===== config.mk =====
export PLATFORM = sky130hd
export DESIGN_NAME = intc_core
export DESIGN_NICKNAME = d
export VERILOG_FILES = /design/src/rtl/intc_pkg.sv /design/src/rtl/intc_prio_enc.sv /design/src/rtl/intc_core.sv
export SDC_FILE = /design/constraint.sdc
export NUM_CORES = 1
export LEC_CHECK = 0
export BUFFER_PORTS_ARGS = -buffer_cell sky130_fd_sc_hd__buf_2
export CORE_AREA = 2 2 104 106
export DETAILED_ROUTE_END_ITERATION = 6
export DIE_AREA = 0 0 106 108
export PLACE_DENSITY = 0.46
export SLEW_MARGIN = 20
export SYNTH_ARGS = -nofsm -noshare
export SYNTH_HDL_FRONTEND = slang
export SYNTH_SLANG_ARGS = --single-unit

===== constraint.sdc =====
create_clock -name clk -period 2.43 [get_ports clk]
set_input_delay 0.3645 -clock clk [delete_from_list [all_inputs] [get_ports clk]]
set_output_delay 0.3645 -clock clk [all_outputs]
set_load 0.01 [all_outputs]

===== src/rtl/intc_pkg.sv =====
// Shared constants and types for the four-line interrupt controller.
package intc_pkg;
    localparam int NUM_IRQ = 4;

    // Register offsets as decoded from input_addr[3:2]
    localparam logic [1:0] STATUS_OFS  = 2'd0;
    localparam logic [1:0] PENDING_OFS = 2'd1;
    localparam logic [1:0] MASK_OFS    = 2'd2;

    typedef logic [1:0] irq_idx_t;
endpackage


===== src/rtl/intc_prio_enc.sv =====
// Fixed-priority 4-to-2 encoder, highest index wins; idx is 0 when nothing requests.
// Latency: combinational. Backpressure: none.
import intc_pkg::*;

module intc_prio_enc (
    input  logic [NUM_IRQ-1:0] req,
    output irq_idx_t           idx,
    output logic               vld
);
    always_comb begin
        idx = 2'd0;
        vld = |req;
        if (req[3])      idx = 2'd3;
        else if (req[2]) idx = 2'd2;
        else if (req[1]) idx = 2'd1;
    end
endmodule


===== src/rtl/intc_core.sv =====
// Four-line interrupt controller: sticky status, fixed-priority arbitration, ISR address, W1C register window.
// Latency: done -> IRQ one cycle; IRQ/priority_select/isr_addr/read_data combinational from state.
// Backpressure: none; the optional MASK register is enabled by defining INTC_MASK_EN.
import intc_pkg::*;

module intc_core #(
    parameter int AW = 32,
    parameter int DW = 32
) (
    input  logic          clk,
    input  logic          rst,
    input  logic [3:0]    done,
    input  logic          IACK,
    input  logic [DW-1:0] addr0,
    input  logic [DW-1:0] addr1,
    input  logic [DW-1:0] addr2,
    input  logic [DW-1:0] addr3,
    input  logic [AW-1:0] input_addr,
    input  logic [DW-1:0] write_data,
    input  logic          write_enable,
    output logic          IRQ,
    output logic [1:0]    priority_select,
    output logic [DW-1:0] isr_addr,
    output logic [DW-1:0] read_data
);
    logic [NUM_IRQ-1:0] stat;
    logic [NUM_IRQ-1:0] pend;
    logic [NUM_IRQ-1:0] iack_clr;
    logic [NUM_IRQ-1:0] w1c_clr;
    logic [NUM_IRQ-1:0] mask_rd;
    logic [1:0]         ofs;
    irq_idx_t           win_idx;
    logic               win_vld;

    assign ofs = input_addr[3:2];

    logic unused_bits;
    assign unused_bits = ^{input_addr[AW-1:4], input_addr[1:0], write_data[DW-1:4]};

`ifdef INTC_MASK_EN
    logic [NUM_IRQ-1:0] mask;

    always_ff @(posedge clk or posedge rst) begin
        if (rst)
            mask <= 4'hF;
        else if (write_enable && ofs == MASK_OFS)
            mask <= write_data[3:0];
    end

    assign pend    = stat & mask;
    assign mask_rd = mask;
`else
    assign pend    = stat;
    assign mask_rd = 4'h0;
`endif

    intc_prio_enc u_prio_enc (
        .req (pend),
        .idx (win_idx),
        .vld (win_vld)
    );

    assign IRQ             = win_vld;
    assign priority_select = win_idx;

    always_comb begin
        isr_addr = addr0;
        case (win_idx)
            2'd1:    isr_addr = addr1;
            2'd2:    isr_addr = addr2;
            2'd3:    isr_addr = addr3;
            default: isr_addr = addr0;
        endcase
    end

    assign iack_clr = (IACK && win_vld) ? (4'b0001 << win_idx) : 4'b0000;
    assign w1c_clr  = (write_enable && ofs == STATUS_OFS) ? write_data[3:0] : 4'b0000;

    // New events are OR-ed in after clearing so a same-cycle set is never lost
    always_ff @(posedge clk or posedge rst) begin
        if (rst)
            stat <= '0;
        else
            stat <= (stat & ~(iack_clr | w1c_clr)) | done;
    end

    always_comb begin
        read_data = '0;
        case (ofs)
            STATUS_OFS:  read_data = {{(DW-NUM_IRQ){1'b0}}, stat};
            PENDING_OFS: read_data = {{(DW-NUM_IRQ){1'b0}}, pend};
            MASK_OFS:    read_data = {{(DW-NUM_IRQ){1'b0}}, mask_rd};
            default:     read_data = '0;
        endcase
    end
endmodule


# After elaboration in Yosys (flattened, before gate mapping)
# Cells that the tools add are included.
[op_classes] n_mux=7 shift=1 bitwise_logic=4 reduce_logical=5 eq_ne=4
[op_table] cell="32-bit case mux with 3 select lines" n=1
[op_table] cell="4-bit 2-to-1 mux" n=3
[op_table] cell="4-bit bitwise OR" n=2
[op_table] cell="4-bit AND" n=1
[op_table] cell="2-bit by 1-bit == test with 1-bit output (second input constant)" n=2
[op_table] cell="2-bit == test (second input constant)" n=2
[op_table] cell="2-bit 2-to-1 mux" n=2
[op_table] cell="4-bit inverter" n=1
[op_table] cell="4-bit OR reduction" n=1
[op_table] cell="1-bit by 2-bit << shifter with 4-bit output (first input constant)" n=1
[op_table] cell="1-bit logical AND" n=2
[op_table] cell="2-bit zero test" n=1
[op_table] cell="2-bit OR reduction" n=1
[op_table] cell="1-bit 2-to-1 mux" n=1
[totals] reg_bits=4 inputBits=200

# Logic depth before layout (Yosys ltp)
# Gate-level depths: netlist of run 1.
[logic_depth] word_depth=9 mapped_depth=5 mapped_depth_nobuf=3

# Hierarchy
# From an unflattened synthesis of run 1, not the netlist that was laid out.
[hier_totals] cells_unflattened=94 area_unflattened_um2=1303.8
[modules_own_cells] module="intc_core" cells_each=90 seq_area_each_um2=100.1 area_each_um2=1280.0 n_inst=1
[modules_own_cells] module="intc_prio_enc" cells_each=4 seq_area_each_um2=0.0 area_each_um2=23.8 n_inst=1

# Worst setup path after synthesis of run 1
# Ideal clock, no wire load.
[synth_timing] path_type="register -> output" start="register stat[3], in the netlist pend[3]" end="output port isr_addr[0]" stages_incl_launch_ff=6 n_path_buf=2 arrival_ns=1.193 setup_slack_ns=0.872 path_cell_list="dfrtp_1 > or3_1 > buf_6 > buf_12 > o22ai_2 > a21oi_1"
[synth_via] elab_chain_len=3
[synth_lines] element="from (decl)" line_no="intc_core.sv:26" source="logic [NUM_IRQ-1:0] stat;"
[synth_lines] element="from (signal assigned)" line_no="intc_core.sv:84" source="stat <= (stat & ~(iack_clr | w1c_clr)) | done;"
[synth_lines] element="2-bit 2-to-1 mux *" line_no="intc_prio_enc.sv:13" source="if (req[3]) idx = 2'd3;"
[synth_lines] element="2-bit == test or 2-bit by 1-bit == test with 1-bit output (tied branches)" line_no="intc_core.sv:68" source="case (win_idx)"
[synth_lines] element="32-bit case mux with 3 select lines *" line_no="intc_core.sv:68"
[synth_lines] element="to (decl)" line_no="intc_core.sv:23" source="output logic [DW-1:0] isr_addr,"
# Every way passes the cells marked *; elsewhere a longest branch is shown, timed or not.

# Worst setup path after layout of run 1
[layout_timing] start="register stat[3], in the netlist pend[3]" end="output port isr_addr[29]"
# The elaborated chain is that of the path after synthesis.

==> flow_summary.json, run 1 <==
{
  "ios": 267,
  "syn_inst": 201,
  "multiInputGateArea_mm2": 0.00114,
  "power.static_leakage_nw": 1.17,
  "synth_common_cells": "a21oi_1, o22ai_2, buf_4, nor2_1, o2bb2ai_1",
  "vdd.ir_drop.worst_v": 0.000172,
  "cp-end-kind": "output pin",
  "path_clk_slew_ps": 30,
  "ys_types": 24,
  "dr_total_vias": 2053,
  "grt-ovfl-total": 0,
  "syn_area_per_cell_um2": 7.49,
  "pwr_density_cell_mw_per_mm2": 278,
  "htree_levels": 1,
  "wl_per_cell_um": 12.4,
  "grt_pass1_vias": 1975,
  "clock-sinks": 4,
  "syn2layout_area_growth_pct": 61.2,
  "insertion_delay_ps": 210,
  "route.detailed.drc": 0,
  "fin_nets": 573,
  "worst_clock_skew_ps": 0.900,
  "synthXorXnorAreaFrac": 0,
  "crit_chain": "or3_2, buf_4, o22ai_1, a21oi_1, buf_2",
  "grt_pass1_wl_um": 9340,
  "synth-edff-count": 0,
  "drtPass1Iterations": 4,
  "internal-power_w": 0.000396,
  "final-seq-area_um2": 100,
  "first_iter_violations": 125,
  "worst_slack_ps": 298,
  "hold_viol_final": 0,
  "synth.most_common_cell": "a21oi_1",
  "postCtsSetupBuffers": 0,
  "critPathKind": "reg2out",
  "cp_slowest_stage_delay_ps": 500,
  "synth_top_family_by_area": "compound AO/OA/AOI/OAI gates",
  "pwr-share-comb": 0.686,
  "antenna_found_initial": 0,
  "grtUsageTotal": 0.0981,
  "synth_simple_gate_area_frac": 0.120,
  "fin_crit_ps": 2130,
  "yosysTopAreaCell": "o22ai_2",
  "grt_start_max_net_pins": 38,
  "synth_fa_ha_area_frac": 0,
  "synthMuxAreaShare": 0,
  "required_ps": 2070,
  "rsz0062_at_grt": "no",
  "min_path_type": "in2async",
  "gp_congestion": 0.701,
  "preCtsSetupSlack_ps": 513,
  "yosysTopAreaCellShare": 0.249,
  "tritoncts": "done",
  "core_area_mm2": 0.0102,
  "synth_flop_cell": "dfrtp_1",
  "worst_hold_slack_ps": 29.0,
  "async_flop_share": 1.00,
  "synth_area_leaders": "o22ai_2, o2bb2ai_1, buf_4, a21oi_1, nor2_1",
  "cts_resized": 0,
  "io_buffers": 180,
  "die_w_um": 106,
  "fmax_ghz": 0.469,
  "synth-seq-cells": 4,
  "p_seq_frac": 0.110,
  "p_sw_w": 0.000278,
  "arrival_ps": 1770,
  "status": "finished clean",
  "vias_per_cell": 4.05,
  "die_area_mm2": 0.0114,
  "cp_slowest_cell": "or3_2",
  "cap_violations": 0,
  "hpwl_um": 5010,
  "yosysWarnings": 0,
  "switching_share": 0.413,
  "clkPwrFrac": 0.204,
  "clk_path_buf_depth": 2,
  "post-route-period-util": 0.877,
  "start_kind": "register",
  "clock-root-buffer": "clkbuf_8",
  "finalSetupViolCount": 0,
  "start_util": 0.147,
  "die_h_um": 108,
  "layout-drive-gt1-share": 0.609,
  "hold_buffers": 0,
  "cts_inserted_buffers": 3,
  "total_power_w": 0.000674,
  "slew_viol_final": 0,
  "core.rowCount": 37,
  "ant_nets": 0,
  "n_fill_cell": 1161,
  "ys_seq_area_frac": 0.0665,
  "largest_register_ffs": 4,
  "antenna_cells": 0,
  "fin_tns_setup_ps": 0,
  "totalWireLength_um": 6260,
  "crit_fanout": 16,
  "synth_area_mm2": 0.00151,
  "synth-compound-area-share": 0.566
}
-- critical path, delay by kind of cell, from the launching register on --
kind | cells | cell delay, ps
simple gates | 1 | 500
flops | 1 | 410
buf+inv | 2 | 390
compound gates | 2 | 260
-- layer usage --
| metal | vias to the layer above | wire length, µm | track usage |
|---|---|---|---|
| met2 | 115 | 3110 | 0.186 |
| met3 | 0 | 506 | 0.0133 |
| met5 | - | 0 | 0 |
| met1 | 904 | 2650 | 0.122 |
| met4 | 0 | 0 | 0.00846 |
| li1 | 1034 | - | - |
-- through the flow --
step                utilization  std cells  area, µm²
finish                    0.237        507       2430
global route              0.237        507       2430
CTS                       0.237        507       2430
detailed placement        0.233        504       2380
global placement          0.233        504       2380
floorplan                     -        228       1610
-- layout make-up --
cell class,instances,area share
timing repair buffer,188,0.396
inverter,4,0.00619
sequential,4,0.0413
tap,136,0.0701
clock buffer,3,0.0170
multi-input combinational,172,0.469
-- layout by cell type, fill, tap and decap left out --
cell,count
a21oi_1,33
buf_4,8
nor2b_1,2
clkinv_1,1
inv_2,1
dfrtp_1,4
buf_2,180
nor3_1,1
nand2b_1,2
nor3b_1,1
a21o_1,1
o2bb2ai_1,26
or3_2,1
conb_1,28
nor2_1,28
nand2_1,7
a31o_2,3
o22ai_2,30
inv_1,2
clkbuf_8,3
o22ai_1,8
nand3_1,1
-- worst paths after layout --
kind,endpoint,startpoint,slack [ps],depth (start not counted)
setup / recovery,isr_addr[29],pend[3],300,5
hold / removal,pend[0],rst,30,2
setup reg to reg,pend[1],pend[2],1010,5
hold reg to reg,pend[0],pend[0],530,1
max in group asynchronous,pend[3],rst,2250,2
min in group clk,pend[1],done[1],350,2
-- power groups by stage --
stage               clock network [W]  logic, W  registers (W)
floorplan                           0  0.000279      0.0000744
detailed placement                  0  0.000463      0.0000746
global placement                    0  0.000461      0.0000746
finish                       0.000138  0.000462      0.0000740
CTS                          0.000142  0.000465      0.0000739
global route                 0.000149  0.000511      0.0000745
-- cell families (layout without fill, tap and decap cells) --
group                  Yosys count  after routing
buffers and inverters           52            195
other                            1             28
and+or+nand+nor                 43             43
DFF                              4              4
AOI/OAI and AO/OA              101            101
Note: power is estimated with default switching activity, not from simulation.
==> run 2, diff against run 1 <==
--- a/config.mk
+++ b/config.mk
@@ -6,11 +6,12 @@
 export NUM_CORES = 1
 export LEC_CHECK = 0
 export BUFFER_PORTS_ARGS = -buffer_cell sky130_fd_sc_hd__buf_2
-export CORE_AREA = 2 2 104 106
+export CORE_AREA = 2 2 103 105
 export DETAILED_ROUTE_END_ITERATION = 6
-export DIE_AREA = 0 0 106 108
-export PLACE_DENSITY = 0.46
+export DIE_AREA = 0 0 105 107
+export PLACE_DENSITY = 0.45
 export SLEW_MARGIN = 20
 export SYNTH_ARGS = -nofsm -noshare
 export SYNTH_HDL_FRONTEND = slang
+export SYNTH_HIERARCHICAL = 1
 export SYNTH_SLANG_ARGS = --single-unit
==> flow_summary.json, run 2 <==
{
  "hold_buffers": 0,
  "gp_congestion": 0.745,
  "htree_levels": 1,
  "worst_slack_ps": 186,
  "die_w_um": 105,
  "route.detailed.drc": 0,
  "grt_pass1_wl_um": 7300,
  "p_seq_frac": 0.115,
  "clock-root-buffer": "clkbuf_8",
  "fin_nets": 474,
  "yosysTopAreaCell": "mux4_2",
  "first_iter_violations": 59,
  "postCtsSetupBuffers": 0,
  "slew_viol_final": 0,
  "hold_viol_final": 0,
  "ys_types": 19,
  "arrival_ps": 1880,
  "final_common_cell": "buf_2",
  "crit_chain": "inv_1, a21o_2, buf_4, mux4_1, buf_2",
  "core.rowCount": 37,
  "fin_tns_setup_ps": 0,
  "path_clk_slew_ps": 30,
  "antenna_cells": 0,
  "io_buffers": 180,
  "preCtsSetupSlack_ps": 362,
  "p_sw_w": 0.000227,
  "synth_common_cells": "buf_4, mux4_2",
  "clkPwrFrac": 0.206,
  "grtUsageTotal": 0.0796,
  "largest_register_ffs": 4,
  "cts_inserted_buffers": 3,
  "fmax_ghz": 0.446,
  "finalSetupViolCount": 0,
  "ys_seq_area_frac": 0.0768,
  "totalWireLength_um": 5100,
  "cap_violations": 0,
  "die_area_mm2": 0.0112,
  "synth_flop_cell": "dfrtp_1",
  "clk_path_buf_depth": 2,
  "synth-seq-cells": 4,
  "syn2layout_area_growth_pct": 74.7,
  "yosysTopAreaCellShare": 0.484,
  "vias_per_cell": 3.76,
  "yosysWarnings": 6,
  "min_path_type": "in2async",
  "rsz0062_at_grt": "no",
  "cp-end-kind": "output pin",
  "synth_area_leaders": "mux4_2, buf_4, mux4_1, dfrtp_1, nand4bb_1",
  "worst_clock_skew_ps": 4.81,
  "ant_nets": 0,
  "mostFrequentLayoutCells": "buf_2, mux4_2, conb_1",
  "drtPass1Iterations": 4,
  "layout-drive-gt1-share": 0.813,
  "async_flop_share": 1.00,
  "n_fill_cell": 1150,
  "die_h_um": 107,
  "internal-power_w": 0.000445,
  "required_ps": 2070,
  "clock-sinks": 4,
  "hpwl_um": 4600,
  "critPathKind": "reg2out",
  "synth-edff-count": 0,
  "cp_slowest_cell": "mux4_1",
  "fin_crit_ps": 2240,
  "syn_area_per_cell_um2": 13.9,
  "start_kind": "register",
  "cts_resized": 0,
  "core_area_mm2": 0.0101,
  "wl_per_cell_um": 12.5,
  "post-route-period-util": 0.923,
  "ios": 267,
  "dr_total_vias": 1534,
  "grt_pass1_vias": 1473,
  "vdd.ir_drop.worst_v": 0.000262,
  "switching_share": 0.338,
  "grt_start_max_net_pins": 24,
  "pwr-share-comb": 0.679,
  "critPathBufInv": 3,
  "insertion_delay_ps": 220,
  "pwr_density_cell_mw_per_mm2": 295,
  "start_util": 0.129,
  "syn_inst": 94,
  "status": "finished clean",
  "power.static_leakage_nw": 1.19,
  "tritoncts": "done",
  "cp_slowest_stage_delay_ps": 590,
  "grt-ovfl-total": 0,
  "path_delay_family": "multiplexers",
  "synth_area_mm2": 0.00130,
  "crit_fanout": 16,
  "antenna_found_initial": 0
}
[run 2: cell types whose count changed after synthesis, sizes merged, moves of 4 or more]
cell and change:
nand4bb +4, buf -7, nand2 -7, a21oi -33, clkbuf -5, o2bb2ai -26
nor2 -28, mux4 +32, o22ai -38
[run 2: kinds of logic after synthesis]
group / synth area share
compound gates: 0.0326
buf+inv: 0.233
simple gates: 0.0902
flops: 0.0768
other cells: 0.00288
mux: 0.564
[run 2: cell type report]
cell class | count | area (µm²) | share of cell area
multi-input cells | 79 | 1000 | 0.440
inverters | 2 | 7.51 | 0.00330
flip-flops and latches | 4 | 100 | 0.0440
clock buffers | 3 | 41.3 | 0.0181
well taps | 136 | 170 | 0.0747
repair buffers | 184 | 956 | 0.420
[run 2: through the flow]
| stage | hold slack, ps | power, W | cell area (µm²) | instances | util |
|---|---|---|---|---|---|
| after global routing | 40.1 | 0.000719 | 2280 | 408 | 0.226 |
| after floorplan | 131 | 0.000382 | 1410 | 121 | - |
| after global placement | 255 | 0.000536 | 2240 | 405 | 0.222 |
| final | 24.0 | 0.000672 | 2280 | 408 | 0.226 |
| after detailed placement | 258 | 0.000541 | 2240 | 405 | 0.222 |
| after CTS | 28.5 | 0.000683 | 2280 | 408 | 0.226 |
[run 2: worst paths after layout]
path | to | cells past startpoint | slack, ps | start
max | isr_addr[30] | 5 | 190 | pend[2]
min | pend[0] | 2 | 20 | rst
max reg2reg | pend[1] | 5 | 760 | pend[3]
min reg2reg | pend[0] | 1 | 530 | pend[0]
max in group asynchronous | pend[1] | 2 | 2250 | rst
min in group clk | pend[0] | 2 | 340 | done[0]
[run 2: per-layer routing]
layer,GRT usage,up-vias,wire (µm)
met5,0,-,0
met4,0.00857,0,0
met3,0.0146,0,451
met2,0.148,100,2680
met1,0.0982,734,1970
li1,-,700,-
[run 2: worst register-to-register path: stages (launching register included)]
cell	delay (ps)
dfrtp_1	410
or2_2	350
buf_12	170
or3_1	390
nand4b_1	130
a31o_2	160
[run 2: power groups by stage]
stage	Sequential [W]	Combinational [W]	Clock, W
floorplan	0.0000754	0.000307	0
global placement	0.0000773	0.000459	0
detailed placement	0.0000776	0.000463	0
CTS	0.0000769	0.000464	0.000142
global route	0.0000781	0.000495	0.000146
finish	0.0000771	0.000456	0.000138
